===== src/rtl/mux_sel_pipe_pkg.sv =====
// Shared constants, select-mode encodings and pipeline states for the registered N:1 vector selector.
package mux_sel_pipe_pkg;

  localparam int LANE8  = 8;
  localparam int LANE16 = 16;
  localparam int LANE32 = 32;
  localparam int LANE64 = 64;

  typedef enum logic {
    MODE_BCAST = 1'b0,
    MODE_LANE  = 1'b1
  } sel_mode_e;

  // EMPTY: nothing held; ONE: main register full; TWO: main and skid full.
  typedef enum logic [1:0] {
    ST_EMPTY = 2'd0,
    ST_ONE   = 2'd1,
    ST_TWO   = 2'd2
  } state_e;

  function automatic int num_lanes(input int w, input int lane_w);
    return w / lane_w;
  endfunction

endpackage


===== src/rtl/mux_sel_pipe_if.sv =====
// Handshake and data bundle of mux_sel_pipe; master is the producer/consumer side, slave is the selector.
interface mux_sel_pipe_if
  import mux_sel_pipe_pkg::*;
#(
  parameter int W      = 128,
  parameter int NUM_IN = 2,
  parameter int LANE_W = 32,
  parameter int SEL_W  = 3
);
  localparam int NUM_LANES = num_lanes(W, LANE_W);

  logic                       in_valid;
  logic                       in_ready;
  logic [NUM_IN*W-1:0]        in_data;
  logic [NUM_LANES*SEL_W-1:0] in_sel;
  logic                       in_lane_mode;
  logic                       out_valid;
  logic                       out_ready;
  logic [W-1:0]               out_data;
  logic                       out_err;

  modport master (
    output in_valid, in_data, in_sel, in_lane_mode, out_ready,
    input  in_ready, out_valid, out_data, out_err
  );

  modport slave (
    input  in_valid, in_data, in_sel, in_lane_mode, out_ready,
    output in_ready, out_valid, out_data, out_err
  );

endinterface


===== src/rtl/mux_sel_pipe_lane.sv =====
// Combinational N:1 select of one lane; out-of-range selects give all zeros and raise err.
module mux_lane_sel #(
  parameter int NUM_IN = 2,
  parameter int LANE_W = 32,
  parameter int SEL_W  = 3
) (
  input  logic [NUM_IN*LANE_W-1:0] src,
  input  logic [SEL_W-1:0]         sel,
  output logic [LANE_W-1:0]        lane,
  output logic                     err
);

  always_comb begin
    lane = '0;
    err  = 1'b1;
    for (int k = 0; k < NUM_IN; k++) begin
      if (sel == SEL_W'(k)) begin
        lane = src[k*LANE_W +: LANE_W];
        err  = 1'b0;
      end
    end
  end

endmodule


===== src/rtl/mux_sel_pipe.sv =====
// Registered N:1 vector/lane selector with valid/ready and a 2-entry skid; 1-cycle latency,
// in_ready comes from registers only (never from out_ready) and drops while the skid is full.
module mux_sel_pipe
  import mux_sel_pipe_pkg::*;
#(
  parameter int W      = 128,
  parameter int NUM_IN = 2,
  parameter int LANE_W = 32,
  parameter int SEL_W  = 3
) (
  input  logic          clk,
  input  logic          rst,
  mux_sel_pipe_if.slave bus
);

  localparam int NUM_LANES = num_lanes(W, LANE_W);

  logic [W-1:0]         res_data;
  logic [NUM_LANES-1:0] lane_err;
  logic                 res_err;
  logic [SEL_W-1:0]     sel_bcast;

  // Bit 0 of every field is its leftmost (MSB) bit, so input 0, lane 0 and the
  // lane-0 select all sit at the top of their packed vectors.
  assign sel_bcast = bus.in_sel[(NUM_LANES-1)*SEL_W +: SEL_W];

  for (genvar i = 0; i < NUM_LANES; i++) begin : g_lane
    localparam int P = NUM_LANES - 1 - i;
    logic [NUM_IN*LANE_W-1:0] srcs;
    logic [SEL_W-1:0]         sel;

    for (genvar k = 0; k < NUM_IN; k++) begin : g_src
      assign srcs[k*LANE_W +: LANE_W] = bus.in_data[(NUM_IN-1-k)*W + P*LANE_W +: LANE_W];
    end

    assign sel = (sel_mode_e'(bus.in_lane_mode) == MODE_LANE) ?
                 bus.in_sel[P*SEL_W +: SEL_W] : sel_bcast;

    mux_lane_sel #(
      .NUM_IN (NUM_IN),
      .LANE_W (LANE_W),
      .SEL_W  (SEL_W)
    ) u_lane_sel (
      .src  (srcs),
      .sel  (sel),
      .lane (res_data[P*LANE_W +: LANE_W]),
      .err  (lane_err[i])
    );
  end

  assign res_err = |lane_err;

  state_e       state_q, state_d;
  logic [W-1:0] data_q, data_d;
  logic         err_q, err_d;
  logic [W-1:0] skid_data_q, skid_data_d;
  logic         skid_err_q, skid_err_d;
  logic         accept, handoff;

  assign bus.in_ready  = (state_q != ST_TWO) && !rst;
  assign bus.out_valid = (state_q != ST_EMPTY);
  assign bus.out_data  = data_q;
  assign bus.out_err   = err_q;

  assign accept  = bus.in_valid && bus.in_ready;
  assign handoff = bus.out_valid && bus.out_ready;

  always_comb begin
    state_d     = state_q;
    data_d      = data_q;
    err_d       = err_q;
    skid_data_d = skid_data_q;
    skid_err_d  = skid_err_q;
    case (state_q)
      ST_EMPTY: begin
        if (accept) begin
          data_d  = res_data;
          err_d   = res_err;
          state_d = ST_ONE;
        end
      end
      ST_ONE: begin
        if (accept && handoff) begin
          data_d = res_data;
          err_d  = res_err;
        end else if (accept) begin
          skid_data_d = res_data;
          skid_err_d  = res_err;
          state_d     = ST_TWO;
        end else if (handoff) begin
          state_d = ST_EMPTY;
        end
      end
      ST_TWO: begin
        if (handoff) begin
          data_d      = skid_data_q;
          err_d       = skid_err_q;
          skid_data_d = '0;
          skid_err_d  = 1'b0;
          state_d     = ST_ONE;
        end
      end
      default: state_d = ST_EMPTY;
    endcase
  end

  always_ff @(posedge clk) begin
    if (rst) begin
      state_q     <= ST_EMPTY;
      data_q      <= '0;
      err_q       <= 1'b0;
      skid_data_q <= '0;
      skid_err_q  <= 1'b0;
    end else begin
      state_q     <= state_d;
      data_q      <= data_d;
      err_q       <= err_d;
      skid_data_q <= skid_data_d;
      skid_err_q  <= skid_err_d;
    end
  end

endmodule


===== src/flat_wrapper.sv =====
// flat-port wrapper written by rule: the top's interface ports become plain ports
module mux_sel_pipe_flat import mux_sel_pipe_pkg::*;
#(
  parameter int W      = 128,
  parameter int NUM_IN = 2,
  parameter int LANE_W = 32,
  parameter int SEL_W  = 3
)
  (clk, rst, bus_in_valid, bus_in_data, bus_in_sel, bus_in_lane_mode, bus_out_ready, bus_in_ready, bus_out_valid, bus_out_data, bus_out_err);
  mux_sel_pipe_if #(.W(W), .NUM_IN(NUM_IN), .LANE_W(LANE_W), .SEL_W(SEL_W)) bus_i ();
  input  logic clk;
  input  logic rst;
  input wire logic [$bits(bus_i.in_valid)-1:0] bus_in_valid;
  input wire logic [$bits(bus_i.in_data)-1:0] bus_in_data;
  input wire logic [$bits(bus_i.in_sel)-1:0] bus_in_sel;
  input wire logic [$bits(bus_i.in_lane_mode)-1:0] bus_in_lane_mode;
  input wire logic [$bits(bus_i.out_ready)-1:0] bus_out_ready;
  output wire logic [$bits(bus_i.in_ready)-1:0] bus_in_ready;
  output wire logic [$bits(bus_i.out_valid)-1:0] bus_out_valid;
  output wire logic [$bits(bus_i.out_data)-1:0] bus_out_data;
  output wire logic [$bits(bus_i.out_err)-1:0] bus_out_err;
  assign bus_i.in_valid = bus_in_valid;
  assign bus_i.in_data = bus_in_data;
  assign bus_i.in_sel = bus_in_sel;
  assign bus_i.in_lane_mode = bus_in_lane_mode;
  assign bus_i.out_ready = bus_out_ready;
  assign bus_in_ready = bus_i.in_ready;
  assign bus_out_valid = bus_i.out_valid;
  assign bus_out_data = bus_i.out_data;
  assign bus_out_err = bus_i.out_err;
  mux_sel_pipe #(.W(W), .NUM_IN(NUM_IN), .LANE_W(LANE_W), .SEL_W(SEL_W)) u_core (.clk(clk), .rst(rst), .bus(bus_i));
endmodule

===== config.mk =====
export PLATFORM = sky130hd
export DESIGN_NAME = mux_sel_pipe_flat
export DESIGN_NICKNAME = d
export VERILOG_FILES = /design/src/rtl/mux_sel_pipe_pkg.sv /design/src/rtl/mux_sel_pipe_if.sv /design/src/rtl/mux_sel_pipe_lane.sv /design/src/rtl/mux_sel_pipe.sv /design/src/flat_wrapper.sv
export SDC_FILE = /design/constraint.sdc
export NUM_CORES = 1
export LEC_CHECK = 0
export CAP_MARGIN = 20
export CELL_PAD_IN_SITES_DETAIL_PLACEMENT = 0
export CELL_PAD_IN_SITES_GLOBAL_PLACEMENT = 1
export CORE_MARGIN = 2
export CORE_UTILIZATION = 30
export DETAILED_ROUTE_END_ITERATION = 8
export GPL_TIMING_DRIVEN = 0
export PLACE_DENSITY_LB_ADDON = 0.2
export SKIP_LAST_GASP = 1
export SLEW_MARGIN = 0
export SYNTH_ARGS = -nofsm -noshare
export SYNTH_HDL_FRONTEND = slang
export SYNTH_HIERARCHICAL = 1
export SYNTH_SLANG_ARGS = --single-unit

===== constraint.sdc =====
create_clock -name clk -period 4.6 [get_ports clk]
set_clock_uncertainty 0.1 [all_clocks]
set_input_delay 0.46 -clock clk [delete_from_list [all_inputs] [get_ports clk]]
set_output_delay 0.46 -clock clk [all_outputs]
set_load 0.005 [all_outputs]

==> results.toml, run 1 <==
[sta]
finalCritPeriodShare_pct = 73.5
clock.fmax_ghz = 0.296
setup_viol = 0
relSlewSlack_pct = 27.6
hold_viol_final = 0
fin_tns_setup_ns = 0
tightestPinTransition_ns = 1.09
final_max_slew_viol_count = 0
rsz0062_at_grt = "no"
min_period_ns = 3.38

[clock_tree]
clkTransAtPathRegs_ns = 0.06
cts_sinks = 260
ctsResizeCount = 0
clk_latency_ns = 0.58
cts_made_buffers = 31
cts_setup_buffers = 0
postCtsHoldBufs = 0
cts_tree = "built"
clock-root-buffer = "clkbuf_16"
h-tree-depth = 1
cts_buffer_depth = 3

[global_routing]
met1_usage_pct = 29.2
busiest_layer = "met2"
grt_pass1_vias = 14600
grt_max_degree = 17
grt_use_met2_pct = 36.5
track_usage_pct = 21.7
antenna_found_initial = 3
grt_pass1_wl_mm = 89.8
met3_usage_pct = 3.90
grt_overflow = 0

[critical_path]
crit_required_ns = 4.04
path_delay_family = "buffers and inverters"
crit_buf_inv = 5
cp.arrival_ns = 2.82
worstSetupPathType = "register to output port"
critical_path.max_fanout = 10
slowest_delay_ns = 0.56
end_kind = "output port"
cp_cell_sequence = "buf_2, nand2b_1, buf_4, buf_6, clkbuf_1, nor2b_1, clkdlybuf4s50_1"
crit_cells = 7
cp-start-kind = "register"
slowest_stage = "clkdlybuf4s50_1"
rr_worst_depth = 6

[synth]
synth_cell_type_count = 33
ys_seq_area_share_pct = 34.5
synth_edf_count = 0
yosysWarnings = 6
async_reset_ff_share_pct = 0
ys.flop_type = "dfxtp_1"
ys_ff_latch = 260
avgSynthCellArea_um2 = 9.69
synth_nets = 1832
postSynthCellCount = 1559
syn-cell-area_um2 = 15100

[floorplanning]
start_util_pct = 30.2
dieArea_um2 = 52200
io_pins = 404
rows = 82
die_width_um = 228
core_um2 = 50000
dieHeight_um = 228

[final_layout]
fillers = 5006
final_cell_mix = "401 x clkdlybuf4s50_1, 260 x dfxtp_1, 258 x mux2i_1"
layout.nets = 2266
final_common_cell = "clkdlybuf4s50_1"
final_area_um2 = 20900
n_antenna_cell = 0
layout-drive-gt1-share_pct = 15.2
syn2layout_area_growth_pct = 38.4
final_cells = 2683

[pwr]
leakage_nw = 7.86
cellPowerDensity_nw_per_um2 = 293
ir_drop_uv = 343

[placed_design]
numPortBuffers = 401
gp_congestion = 0.793
placedInstanceArea_um2 = 20000
dp.cells = 2632
dp_hpwl_mm = 43.3

[job]
cap_violations = 0

[hold_path]
min_path_type = "input port to register"
hold_depth = 2

[route]
wl_per_cell_um = 22.0
routed_wl_mm = 59.0
via_count = 14400
drc = 0
dr.pass1.iters = 7
ant_nets = 0
drt_iter0_drc = 921
vias_per_cell = 5.36

[run_status]
run_status = "complete, no violations"
-- worst register-to-register path, cell delays in order, from the launching register on --
cell and delay, ns:
dfxtp_1 0.30, buf_2 0.16, inv_1 0.12, buf_2 0.43
clkbuf_1 0.52, a311oi_1 0.22, a211oi_2 0.24
-- through the flow --
step           power [W]  util [%]  setup slack [ns]  hold WS, ns
5_1_grt          0.00638      41.8              1.12       0.0375
3_5_place_dp     0.00383      39.9              1.04        0.383
2_1_floorplan    0.00315         -              2.48        0.364
6_report         0.00612      41.8              1.22       0.0427
4_1_cts          0.00620      41.8              1.26      0.00724
3_3_place_gp     0.00382      39.9              1.05        0.372
-- layer usage --
metal	wire length, um	share of wire, %	vias up
met5	25	0.042	-
met4	1080	1.8	4
met3	3180	5.4	66
met2	27800	47	444
met1	27000	46	7011
li1	-	-	6867
-- path summary, 6_finish.rpt --
check | startpoint | end | slack [ns]
min | bus_out_ready | u_core/state_q[1]$_SDFFE_PP0P_ | 0.04
max | u_core/state_q[1]$_SDFFE_PP0P_ | bus_in_ready | 1.22
max reg2reg | u_core/state_q[1]$_SDFFE_PP0P_ | u_core/bus.out_data[72]$_SDFFE_PP0P_ | 2.42
min reg2reg | u_core/skid_data_q[32]$_SDFFE_PP0P_ | u_core/skid_data_q[32]$_SDFFE_PP0P_ | 0.39
-- final cells by class --
cell class | instances | area (um2) | share of cell area [%]
Inverter | 1 | 3.75 | 0.0180
Clock buffer | 47 | 906 | 4.33
Timing Repair Buffer | 401 | 4010 | 19.2
Multi-Input combinational cell | 1075 | 8560 | 41.0
Sequential cell | 260 | 5200 | 24.9
Tap cell | 672 | 841 | 4.02
Clock inverter | 4 | 35.0 | 0.168
Buffer | 223 | 1330 | 6.37
-- sequential cells by signal (all words and copies together) (netlist names) --
name	cells
u_core/skid_err_q	1
u_core/bus.out_err	1
u_core/bus.out_data	128
u_core/state_q	2
u_core/skid_data_q	128
-- cell families (layout without fill, tap and decap cells) --
family / count (synthesis) / count (layout) / share of synthesized area (%)
DFF: 260 / 260 / 34.5
buffers and inverters: 224 / 676 / 8.84
AOI/OAI and AO/OA: 519 / 519 / 28.4
and+or+nand+nor: 298 / 298 / 11.2
muxes: 258 / 258 / 17.1
-- where the power goes --
group	total [W]	internal [W]	switching [W]	leakage, nW
logic	0.00137	0.000694	0.000674	5.28
registers	0.00241	0.00235	0.0000587	2.12
clock network	0.00234	0.00134	0.00100	0.464
total	0.00612	0.00438	0.00173	7.86
-- cell usage after synthesis, drive strengths merged, types with 2 or more instances --
| library cell | n | area share [%] |
|---|---|---|
| or2 | 5 | 0.21 |
| o211ai | 129 | 6.4 |
| nand2b | 6 | 0.25 |
| nor2b | 2 | 0.083 |
| nand3b | 112 | 5.6 |
| dfxtp | 260 | 34 |
| a311oi | 128 | 7.4 |
| buf | 148 | 6.8 |
| a21oi | 130 | 4.3 |
| nor2 | 129 | 3.2 |
| nand2 | 19 | 0.47 |
| nand4b | 17 | 0.99 |
| a211oi | 129 | 10 |
| mux2i | 258 | 17 |
| clkbuf | 75 | 2.0 |
No activity file was read; power rests on OpenSTA's default activity.
==> run 2: changes to the inputs <==
==> constraint.sdc (replaced) <==
create_clock -name clk -period 3.1 [get_ports clk]
set_clock_uncertainty 0.1 [all_clocks]
set_input_delay 0.31 -clock clk [delete_from_list [all_inputs] [get_ports clk]]
set_output_delay 0.31 -clock clk [all_outputs]
set_load 0.005 [all_outputs]
==> results.toml, run 2 (synthesis results as in run 1) <==
[final_layout]
final_common_cell = "clkdlybuf4s50_1"
n_antenna_cell = 0
layout-drive-gt1-share_pct = 15.2
seq_area_um2 = 5200
layout.nets = 2266
final_cell_mix = "401 x clkdlybuf4s50_1, 260 x dfxtp_1, 258 x mux2i_1"
multi_input_area_um2 = 8560
fillers = 5004
final_cells = 2683
syn2layout_area_growth_pct = 38.4

[clock_tree]
cts_tree = "built"
clock-root-buffer = "clkbuf_16"
h-tree-depth = 1
clk_latency_ns = 0.58
cts_setup_buffers = 0
cts_sinks = 260
ctsResizeCount = 0
clkTransAtPathRegs_ns = 0.06
cts_buffer_depth = 3
cts_made_buffers = 31

[sta]
hold_viol_final = 0
clock.fmax_ghz = 0.370
finalCritPeriodShare_pct = 87.3
final_max_slew_viol_count = 0
rsz0062_at_grt = "no"
min_period_ns = 2.70
fin_tns_setup_ns = 0
setup_viol = 0
relSlewSlack_pct = 27.3
tightestPinTransition_ns = 1.09

[critical_path]
startpoint = "bus_in_lane_mode"
r2r_slack_ns = 0.92
worstSetupPathType = "input port to register"
reg2reg_to = "u_core/bus.out_data[72]$_SDFFE_PP0P_"
end_kind = "register"
rr_worst_depth = 6
crit_required_ns = 3.47
reg2reg_from = "u_core/state_q[1]$_SDFFE_PP0P_"
cp-start-kind = "input port"
cp.arrival_ns = 3.07
endpoint = "u_core/bus.out_err$_SDFFE_PP0P_"
critical_path.max_fanout = 10

[placed_design]
dp_hpwl_mm = 43.3
numPortBuffers = 401
dp.cells = 2632
gp_congestion = 0.793

[global_routing]
antenna_found_initial = 2
track_usage_pct = 21.7
grt_max_degree = 20
grt_overflow = 0
grt_pass1_wl_mm = 89.8
grt_pass1_vias = 14600

[route]
routed_wl_mm = 59.1
vias_per_cell = 5.37
drt_iter0_drc = 980
drc = 0
dr.pass1.iters = 5
wl_per_cell_um = 22.0
ant_nets = 0
via_count = 14400

[pwr]
ir_drop_uv = 510
leakage_nw = 7.86
cellPowerDensity_nw_per_um2 = 435

[floorplanning]
die_width_um = 228
dieHeight_um = 228
core_um2 = 50000
rows = 82
io_pins = 404
dieArea_um2 = 52200
start_util_pct = 30.2

[hold_path]
min_path_type = "input port to register"

[job]
cap_violations = 0

[run_status]
run_status = "complete, no violations"
## run 2: cell count changes in the layout (fill, tap and decap cells not counted), sizes merged
cell,previous run,this run
clkbuf,122,121
dlygate4sd3,0,1
## run 2: layout make-up
class                      count  share of cell area (%)
inverter                       1                  0.0180
clock buffer                  47                    4.33
multi-input combinational   1075                    41.0
buffer                       222                    6.35
clock inverter                 4                   0.168
tap                          672                    4.02
sequential                   260                    24.9
timing repair buffer         402                    19.2
## run 2: report_power, final
| part | internal [W] | total, W | switching [W] |
|---|---|---|---|
| clock | 0.00199 | 0.00348 | 0.00149 |
| combinational | 0.00103 | 0.00203 | 0.00100 |
| sequential | 0.00349 | 0.00357 | 0.0000869 |
## run 2: worst min-delay path by stage
| stage | startpoint | end | slack (ns) | depth (start not counted) |
|---|---|---|---|---|
| 2_1_floorplan | u_core/skid_data_q[111]$_SDFFE_PP0P_ | u_core/skid_data_q[111]$_SDFFE_PP0P_ | 0.36 | 2 |
| 3_3_place_gp | u_core/skid_data_q[118]$_SDFFE_PP0P_ | u_core/skid_data_q[118]$_SDFFE_PP0P_ | 0.37 | 2 |
| 3_5_place_dp | u_core/skid_data_q[28]$_SDFFE_PP0P_ | u_core/skid_data_q[28]$_SDFFE_PP0P_ | 0.38 | 2 |
| 4_1_cts | bus_in_valid | u_core/state_q[1]$_SDFFE_PP0P_ | 0.34 | 3 |
| 5_1_grt | bus_in_valid | u_core/state_q[1]$_SDFFE_PP0P_ | 0.40 | 3 |
| 6_report | bus_in_valid | u_core/state_q[1]$_SDFFE_PP0P_ | 0.38 | 3 |
## run 2: metrics by stage
step | worst slack (ns) | power, W | hold WS (ns) | utilization [%] | cell area, um2
global route | 0.202 | 0.00947 | 0.400 | 41.8 | 20900
floorplan | 1.13 | 0.00467 | 0.364 | - | 15100
finish | 0.395 | 0.00909 | 0.378 | 41.8 | 20900
global placement | -0.296 | 0.00567 | 0.372 | 39.9 | 20000
detailed placement | -0.308 | 0.00568 | 0.383 | 39.9 | 20000
CTS | 0.318 | 0.00919 | 0.345 | 41.8 | 20900
## run 2: what timing repair did
item / CTS / global route
setup endpoints to repair: 1 / 0
hold buffers: 1 / 0
hold endpoints to repair: 1 / 0
## run 2: critical path, cell delays in order
cell and delay [ns]:
clkdlybuf4s50_1 0.48, clkbuf_1 0.56, nand2b_1 0.26, nand2_1 0.06, or2_1 0.27, buf_6 0.17
buf_6 0.15, nor4_1 0.49, a211o_1 0.23, mux2i_1 0.07
## run 2: per-layer routing
metal  track usage, %  part of all wire [%]
met5                0                 0.019
met3             3.83                   5.4
met4             4.27                   1.8
met1             29.3                    46
met2             36.4                    47
==> run 3: changes to the inputs <==
--- a/config.mk
+++ b/config.mk
@@ -10,6 +10,7 @@
 export CELL_PAD_IN_SITES_GLOBAL_PLACEMENT = 1
 export CORE_MARGIN = 2
 export CORE_UTILIZATION = 30
+export CTS_CLUSTER_SIZE = 30
 export DETAILED_ROUTE_END_ITERATION = 8
 export GPL_TIMING_DRIVEN = 0
 export PLACE_DENSITY_LB_ADDON = 0.2
==> results of run 3 <==
Same layout as run 2: the final DEF is identical, and so are final timing and power.
